==> config.mk <==
export PLATFORM = sky130hd
export DESIGN_NAME = alu_imm_iq
export DESIGN_NICKNAME = d
export VERILOG_FILES = /design/src/rtl/alu_imm_iq.sv
export SDC_FILE = /design/constraint.sdc
export NUM_CORES = 1
export LEC_CHECK = 0
export ABC_CLOCK_PERIOD_IN_PS = 6600
export CORE_MARGIN = 4
export CORE_UTILIZATION = 50
export DETAILED_ROUTE_END_ITERATION = 10
export PLACE_DENSITY = 0.72
export SYNTH_ARGS = -nofsm -noshare
export SYNTH_HDL_FRONTEND = slang
export SYNTH_SLANG_ARGS = --single-unit
==> constraint.sdc <==
create_clock -name CLK -period 6.6 [get_ports CLK]
set_input_delay 0.66 -clock CLK [delete_from_list [all_inputs] [get_ports CLK]]
set_output_delay 0.66 -clock CLK [all_outputs]
set_load 0.01 [all_outputs]
==> src/rtl/alu_imm_iq.sv <==
// alu_imm_iq: age-ordered collapsing issue queue for ALU reg-imm ops.
// Entry 0 is always the oldest op. Operand A wakes up from the writeback bus.
// Each cycle the oldest ready op is issued, either with a PRF read request for A
// or with a flag saying that A must be taken from this cycle's writeback bus.
module alu_imm_iq #(
    parameter int ALU_IMM_IQ_ENTRIES = 8,
    parameter int LOG_PR_COUNT       = 7,
    parameter int LOG_ROB_ENTRIES    = 7,
    parameter int LOG_PRF_BANK_COUNT = 2,
    parameter int PRF_BANK_COUNT     = 1 << LOG_PRF_BANK_COUNT
) (
    input  logic                                  CLK,
    input  logic                                  nRST,
    // enqueue from the dispatch queue
    input  logic                                  iq_enq_valid,
    input  logic [3:0]                            iq_enq_op,
    input  logic [11:0]                           iq_enq_imm12,
    input  logic [LOG_PR_COUNT-1:0]               iq_enq_A_PR,
    input  logic                                  iq_enq_A_ready,
    input  logic                                  iq_enq_A_is_zero,
    input  logic [LOG_PR_COUNT-1:0]               iq_enq_dest_PR,
    input  logic [LOG_ROB_ENTRIES-1:0]            iq_enq_ROB_index,
    output logic                                  iq_enq_ready,
    // writeback bus used for wakeup
    input  logic [PRF_BANK_COUNT-1:0]             WB_bus_valid_by_bank,
    input  logic [PRF_BANK_COUNT-1:0][LOG_PR_COUNT-LOG_PRF_BANK_COUNT-1:0] WB_bus_upper_PR_by_bank,
    // issue to the ALU reg-imm pipeline
    output logic                                  issue_valid,
    output logic [3:0]                            issue_op,
    output logic [11:0]                           issue_imm12,
    output logic                                  issue_A_is_zero,
    output logic [LOG_PR_COUNT-1:0]               issue_dest_PR,
    output logic [LOG_ROB_ENTRIES-1:0]            issue_ROB_index,
    output logic                                  issue_A_forward,
    output logic [LOG_PRF_BANK_COUNT-1:0]         issue_A_bank,
    output logic                                  prf_req_A_valid,
    output logic [LOG_PR_COUNT-1:0]               prf_req_A_PR,
    input  logic                                  issue_ready
);

    localparam int N  = ALU_IMM_IQ_ENTRIES;
    localparam int LB = LOG_PRF_BANK_COUNT;
    localparam int CW = $clog2(N + 1);

    // registered entry state
    logic [N-1:0]               valid_reg, valid_next;
    logic [N-1:0]               A_ready_reg, A_ready_next;
    logic [N-1:0]               A_is_zero_reg, A_is_zero_next;
    logic [3:0]                 op_reg [N];
    logic [3:0]                 op_next [N];
    logic [11:0]                imm12_reg [N];
    logic [11:0]                imm12_next [N];
    logic [LOG_PR_COUNT-1:0]    A_PR_reg [N];
    logic [LOG_PR_COUNT-1:0]    A_PR_next [N];
    logic [LOG_PR_COUNT-1:0]    dest_PR_reg [N];
    logic [LOG_PR_COUNT-1:0]    dest_PR_next [N];
    logic [LOG_ROB_ENTRIES-1:0] ROB_index_reg [N];
    logic [LOG_ROB_ENTRIES-1:0] ROB_index_next [N];

    // entry view extended by one all-zero slot above the top, used as shift source
    logic [N:0]                 valid_ext, A_ready_ext, A_is_zero_ext, wake_ext;
    logic [3:0]                 op_ext [N+1];
    logic [11:0]                imm12_ext [N+1];
    logic [LOG_PR_COUNT-1:0]    A_PR_ext [N+1];
    logic [LOG_PR_COUNT-1:0]    dest_PR_ext [N+1];
    logic [LOG_ROB_ENTRIES-1:0] ROB_index_ext [N+1];

    logic [N-1:0]               new_ready;
    logic [N-1:0]               ready;
    logic [N-1:0]               sel_onehot;
    logic [N-1:0]               at_or_above_sel;
    logic                       any_ready;
    logic                       enq_accept;
    logic                       enq_wake;
    logic [LB-1:0]              enq_bank;
    logic [CW-1:0]              valid_count;
    logic [CW-1:0]              enq_slot;

    logic [3:0]                 mux_op;
    logic [11:0]                mux_imm12;
    logic [LOG_PR_COUNT-1:0]    mux_A_PR;
    logic [LOG_PR_COUNT-1:0]    mux_dest_PR;
    logic [LOG_ROB_ENTRIES-1:0] mux_ROB_index;

    // per-entry wakeup, readiness and shift mask
    genvar gi;
    generate
        for (gi = 0; gi < N; gi++) begin : g_entry
            assign new_ready[gi] = WB_bus_valid_by_bank[A_PR_reg[gi][LB-1:0]]
                                 & (WB_bus_upper_PR_by_bank[A_PR_reg[gi][LB-1:0]] == A_PR_reg[gi][LOG_PR_COUNT-1:LB]);
            assign ready[gi] = valid_reg[gi] & (A_ready_reg[gi] | A_is_zero_reg[gi] | new_ready[gi]);
            // entries at or above the selected one move down when it issues
            assign at_or_above_sel[gi] = |sel_onehot[gi:0];

            assign op_ext[gi]        = op_reg[gi];
            assign imm12_ext[gi]     = imm12_reg[gi];
            assign A_PR_ext[gi]      = A_PR_reg[gi];
            assign dest_PR_ext[gi]   = dest_PR_reg[gi];
            assign ROB_index_ext[gi] = ROB_index_reg[gi];
        end
    endgenerate

    assign op_ext[N]        = '0;
    assign imm12_ext[N]     = '0;
    assign A_PR_ext[N]      = '0;
    assign dest_PR_ext[N]   = '0;
    assign ROB_index_ext[N] = '0;
    assign valid_ext        = {1'b0, valid_reg};
    assign A_ready_ext      = {1'b0, A_ready_reg};
    assign A_is_zero_ext    = {1'b0, A_is_zero_reg};
    assign wake_ext         = {1'b0, new_ready};

    // oldest ready entry wins: isolate the lowest set bit
    assign sel_onehot  = ready & (~ready + N'(1));
    assign any_ready   = |ready;
    assign issue_valid = any_ready & issue_ready;

    // space check uses the pre-issue occupancy, so an issue never frees room the same cycle
    assign iq_enq_ready = ~valid_reg[N-1];
    assign enq_accept   = iq_enq_valid & iq_enq_ready;
    assign enq_bank     = iq_enq_A_PR[LB-1:0];
    assign enq_wake     = WB_bus_valid_by_bank[enq_bank]
                        & (WB_bus_upper_PR_by_bank[enq_bank] == iq_enq_A_PR[LOG_PR_COUNT-1:LB]);

    // occupancy count and landing slot for an enqueue after this cycle's collapse
    always_comb begin
        valid_count = '0;
        for (int i = 0; i < N; i++) begin
            valid_count = valid_count + CW'(valid_reg[i]);
        end
        enq_slot = valid_count - CW'(issue_valid);
    end

    // one-hot field mux of the selected entry; all zero when nothing is ready
    always_comb begin
        mux_op        = '0;
        mux_imm12     = '0;
        mux_A_PR      = '0;
        mux_dest_PR   = '0;
        mux_ROB_index = '0;
        for (int i = 0; i < N; i++) begin
            if (sel_onehot[i]) begin
                mux_op        = mux_op        | op_reg[i];
                mux_imm12     = mux_imm12     | imm12_reg[i];
                mux_A_PR      = mux_A_PR      | A_PR_reg[i];
                mux_dest_PR   = mux_dest_PR   | dest_PR_reg[i];
                mux_ROB_index = mux_ROB_index | ROB_index_reg[i];
            end
        end
    end

    assign issue_op        = mux_op;
    assign issue_imm12     = mux_imm12;
    assign issue_dest_PR   = mux_dest_PR;
    assign issue_ROB_index = mux_ROB_index;
    assign issue_A_is_zero = |(sel_onehot & A_is_zero_reg);
    assign issue_A_forward = |(sel_onehot & new_ready & ~A_ready_reg & ~A_is_zero_reg);
    assign issue_A_bank    = mux_A_PR[LB-1:0];
    assign prf_req_A_valid = issue_valid & ~issue_A_is_zero & ~issue_A_forward;
    assign prf_req_A_PR    = mux_A_PR;

    // next entry state: collapse over the issued entry, latch wakeups, then write the enqueue
    always_comb begin
        for (int i = 0; i < N; i++) begin
            if (issue_valid && at_or_above_sel[i]) begin
                valid_next[i]     = valid_ext[i+1];
                A_ready_next[i]   = A_ready_ext[i+1] | (valid_ext[i+1] & wake_ext[i+1]);
                A_is_zero_next[i] = A_is_zero_ext[i+1];
                op_next[i]        = op_ext[i+1];
                imm12_next[i]     = imm12_ext[i+1];
                A_PR_next[i]      = A_PR_ext[i+1];
                dest_PR_next[i]   = dest_PR_ext[i+1];
                ROB_index_next[i] = ROB_index_ext[i+1];
            end else begin
                valid_next[i]     = valid_ext[i];
                A_ready_next[i]   = A_ready_ext[i] | (valid_ext[i] & wake_ext[i]);
                A_is_zero_next[i] = A_is_zero_ext[i];
                op_next[i]        = op_ext[i];
                imm12_next[i]     = imm12_ext[i];
                A_PR_next[i]      = A_PR_ext[i];
                dest_PR_next[i]   = dest_PR_ext[i];
                ROB_index_next[i] = ROB_index_ext[i];
            end
            if (enq_accept && (enq_slot == CW'(i))) begin
                valid_next[i]     = 1'b1;
                A_ready_next[i]   = iq_enq_A_ready | enq_wake;
                A_is_zero_next[i] = iq_enq_A_is_zero;
                op_next[i]        = iq_enq_op;
                imm12_next[i]     = iq_enq_imm12;
                A_PR_next[i]      = iq_enq_A_PR;
                dest_PR_next[i]   = iq_enq_dest_PR;
                ROB_index_next[i] = iq_enq_ROB_index;
            end
        end
    end

    // entry state register with synchronous active-low clear
    always_ff @(posedge CLK) begin
        if (!nRST) begin
            valid_reg     <= '0;
            A_ready_reg   <= '0;
            A_is_zero_reg <= '0;
            for (int i = 0; i < N; i++) begin
                op_reg[i]        <= '0;
                imm12_reg[i]     <= '0;
                A_PR_reg[i]      <= '0;
                dest_PR_reg[i]   <= '0;
                ROB_index_reg[i] <= '0;
            end
        end else begin
            valid_reg     <= valid_next;
            A_ready_reg   <= A_ready_next;
            A_is_zero_reg <= A_is_zero_next;
            op_reg        <= op_next;
            imm12_reg     <= imm12_next;
            A_PR_reg      <= A_PR_next;
            dest_PR_reg   <= dest_PR_next;
            ROB_index_reg <= ROB_index_next;
        end
    end

endmodule

==> summary.md <==
| Metric | Value |
|---|---|
| Result of the run | `completed` |
| Net load switching power | `2.64 mW` |
| Async set or reset register ratio after synthesis | `0%` |
| Final setup skew | `0.0451 ns` |
| Via count | `16900` |
| Cell chain of the critical path | `mux4_2, xnor2_1, o2111a_1, or4_1, o41ai_4, inv_2, ha_1, inv_1, fa_1, inv_1, fa_1, inv_1, ha_1, fa_1, xor2_1, buf_4, nand3_1, nor2_1, nor3_4, buf_12, a22o_1` |
| Sequential fraction of the synthesis area | `35.7%` |
| Source of the worst hold timing path | `imm12_ext[14]$_SDFFE_PN0P_` |
| Flop-to-flop setup slack | `0.32 ns` |
| Total power | `7.22 mW` |
| Switching power as a share of total power | `36.6%` |
| Critical path endpoint category | `register` |
| Logic gate share of total power | `36.8%` |
| Via count of the first global-routing pass | `16300` |
| Warnings from Yosys | `0` |
| Cell with the most instances after synthesis | `dfxtp_1` |
| Total Neg Setup Slack | `0 ns` |
| P per Cell Area | `342 nW/µm²` |
| Largest net degree at the start of global routing | `88` |
| Worst hold-check path type | `register to register` |
| Placeable Area | `35500 µm²` |
| Count of input and output buffers | `110` |
| Instance count of the mapped netlist | `2002` |
| Worst Reg2Reg Path Length in Cells | `21` |
| I/O pin cnt | `111` |
| Post-placement cell count | `2481` |
| DRC | `0` |
| Relative contribution of the clock network to total power | `28.1%` |
| Data arrival time at the worst-slack endpoint | `6.68 ns` |
| Detailed Place HPWL | `39500 µm` |
| Share of layout cells above drive strength 1 | `11.9%` |
| Cell depth of the worst hold path | `1` |
| Mean post-synth cell area | `8.96 µm²` |
| Beginning of the worst register-to-register path | `A_PR_ext[56]$_SDFFE_PN0P_` |
| Number of violations of the max-capacitance limit | `0` |
| Post-CTS setup-driven buffer insertion count | `0` |
| Antenna Cells | `0` |
| Flip-flop count of the largest register after layout | `96` |
| Drt wl/cell | `24.4 µm` |
| Area growth from synthesis to layout | `17.9%` |
| Quantity of gates resized following cts | `0` |
| Maximum clock frequency | `159 MHz` |
| Total GRT Usage | `30.8%` |
| End of the worst register-to-register path | `ROB_index_ext[12]$_SDFFE_PN0P_` |
| Number of detailed-route iterations in the first pass | `5` |
| Wire length of the first global-routing pass | `95100 µm` |
| Slew at the pin closest to its max-slew limit | `1.02 ns` |
| Synth area leaders | `dfxtp_1, mux2i_1, a21oi_1` |
| Number of nets in the layout | `2134` |
| Crit path largest cell delay | `0.62 ns` |
| Max Buffers Root-to-Sink | `3` |
| Detailed-route wire length | `62200 µm` |
| Antenna-violating nets left | `0` |
| Clock tree from TritonCTS | `yes` |
| Setup-failing EPs final | `0` |
| Clock Root Buffer | `clkbuf_16` |
| Number of antenna violations at the first check in global routing | `1` |
| Critical path buffers and inverters | `6` |
| H-tree depth | `2` |
| Category of the most critical setup path | `register to register` |
| Final Non-Filler Cells | `2543` |
| Avg Vias per Cell | `6.66` |
| Primary FF master, synth | `dfxtp_1` |
| Std cell rows | `69` |
| Unique masters post-synth | `63` |
| Leakage Power | `9.10 nW` |
| Max Fanout on Critical Path | `29` |
| Total CTS buffers | `36` |
| Final-report hold violation count | `0` |
| #FFs+latches synth | `320` |
| Top post-synthesis cells by count | `dfxtp_1, mux2i_1, a21oi_1` |
| Yosys top cell area share | `35.7%` |
| Setup repair after global routing missed its margin | `no` |
| CP max stage cell | `or4_1` |
| Time the final worst path needs with I/O delays and setup | `6.28 ns` |
| Worst setup SP type | `register` |
| Clock transition at the registers of the reported paths | `0.06 ns` |
| Max-slew violation total from the final report | `0` |
| Initial standard-cell utilization of the core | `50.5%` |
| Die span in x | `197 µm` |
| Number of flops mapped to enable cells by yosys | `0` |
| Post-synthesis instance area | `17900 µm²` |
| Overall die height | `197 µm` |
| Sum of overflow across all layers after global routing | `0` |
| Cell type with the largest total area after synthesis | `dfxtp_1` |
| Tcrit/Tclk final | `95.2%` |
| Required time at the endpoint of the critical path | `7.00 ns` |
| Final Wtd Congestion | `0.981` |
| Relative contribution of sequential cells to total power | `35.2%` |
| Nets in the synthesized netlist | `2078` |
| Initial detailed-routing violation count | `1733` |
| Largest delay contributor family on the critical path | `adder cells` |
| Number of buffers inserted for hold repair after clock tree synthesis | `0` |
| Die ar. | `39000 µm²` |
| Worst skew pair latency | `0.55 ns` |
| VDD IR max | `0.200 mV` |
| Worst slew margin relative to its limit | `31.4%` |
| Endpoint of the worst hold-timing path | `imm12_ext[14]$_SDFFE_PN0P_` |
| Internal Pwr Total | `4.58 mW` |
| Sinks on the clock net | `320` |
==> power by group through the flow <==
stage | registers (mW) | logic [mW] | clock network [mW]
after floorplan | 2.44 | 1.69 | 0
after global placement | 2.55 | 2.54 | 0
after detailed placement | 2.57 | 2.60 | 0
after CTS | 2.53 | 2.62 | 2.04
after global routing | 2.57 | 2.85 | 2.11
final | 2.54 | 2.66 | 2.03
==> worst reg2reg max path, delay by kind of cell (launching register included) <==
| kind | cells | cell delay, ns |
|---|---|---|
| buffers and inverters | 6 | 0.60 |
| adder cells (fa/ha/maj) | 5 | 1.87 |
| AND/OR/NAND/NOR | 4 | 1.08 |
| XOR/XNOR | 2 | 0.53 |
| AO/OA/AOI/OAI | 3 | 0.86 |
| multiplexers | 1 | 0.59 |
| flip-flops | 1 | 0.60 |
==> routing by layer <==
| metal | up-vias | wire length [µm] | GRT usage (%) |
|---|---|---|---|
| li1 | 7632 | - | - |
| met1 | 8140 | 25500 | 42.0 |
| met2 | 995 | 27500 | 47.7 |
| met3 | 182 | 6450 | 6.07 |
| met4 | 0 | 2750 | 13.1 |
| met5 | - | 0 | 0 |
==> worst max path at each step <==
stage                                      from                             end  slack [ns]  cells past startpoint
global placement    WB_bus_upper_PR_by_bank[14]       A_PR_ext[17]$_SDFFE_PN0P_        0.16                     23
global route          A_PR_ext[56]$_SDFFE_PN0P_       A_PR_ext[17]$_SDFFE_PN0P_        0.08                     21
detailed placement   WB_bus_upper_PR_by_bank[4]          op_ext[4]$_SDFFE_PN0P_       -0.06                     23
CTS                   A_PR_ext[56]$_SDFFE_PN0P_  ROB_index_ext[12]$_SDFFE_PN0P_        0.36                     21
finish                A_PR_ext[56]$_SDFFE_PN0P_  ROB_index_ext[12]$_SDFFE_PN0P_        0.32                     21
floorplan           WB_bus_upper_PR_by_bank[16]       A_PR_ext[60]$_SDFFE_PN0P_        0.44                     22
==> final cells by class <==
| class | instances | area [µm²] |
|---|---|---|
| fillers | 3030 | 14300 |
| well taps | 461 | 577 |
| flip-flops and latches | 320 | 6410 |
| multi-input cells | 1453 | 10700 |
| clock buffers | 56 | 1120 |
| repair buffers | 223 | 2170 |
| inverters | 24 | 90.1 |
| clock inverters | 6 | 73.8 |
==> kinds of logic (layout without fill, tap and decap cells) <==
logic type / count (synthesis) / in the layout / share of synthesized area (%)
AO/OA/AOI/OAI: 716 / 716 / 25.0
flip-flops: 320 / 320 / 35.7
adder cells (fa/ha/maj): 9 / 9 / 0.837
buffers and inverters: 229 / 309 / 5.73
AND/OR/NAND/NOR: 334 / 334 / 8.46
multiplexers: 333 / 333 / 21.2
XOR/XNOR: 61 / 61 / 2.98
==> cells in the final DEF, fill, tap and decap left out, drive strengths merged, types with 6 or more instances in the layout <==
cell and n:
nor3 11, nand3 87, a31oi 37, inv 25, buf 114, mux4 38, dfxtp 320, nand4 7
clkdlybuf4s50 109, o211ai 40, or2 6, nor2 100, xnor2 35, a22oi 37, mux2i 295, xor2 26
o31ai 6, clkbuf 56, a221oi 37, a211oi 77, a22o 38, o21ai 202, a21oi 210, nand2 97
==> through the flow <==
stage                     util [%]  cell area (µm²)  setup WS [ns]  hold slack (ns)
after floorplan                  -            17900          0.439            0.463
after global placement        56.2            20000          0.165            0.478
after detailed placement      56.2            20000        -0.0577            0.482
after CTS                     59.6            21100          0.360            0.502
after global routing          59.6            21100         0.0837            0.512
final                         59.6            21100          0.320            0.500
Power figures use the tool's default switching activity.
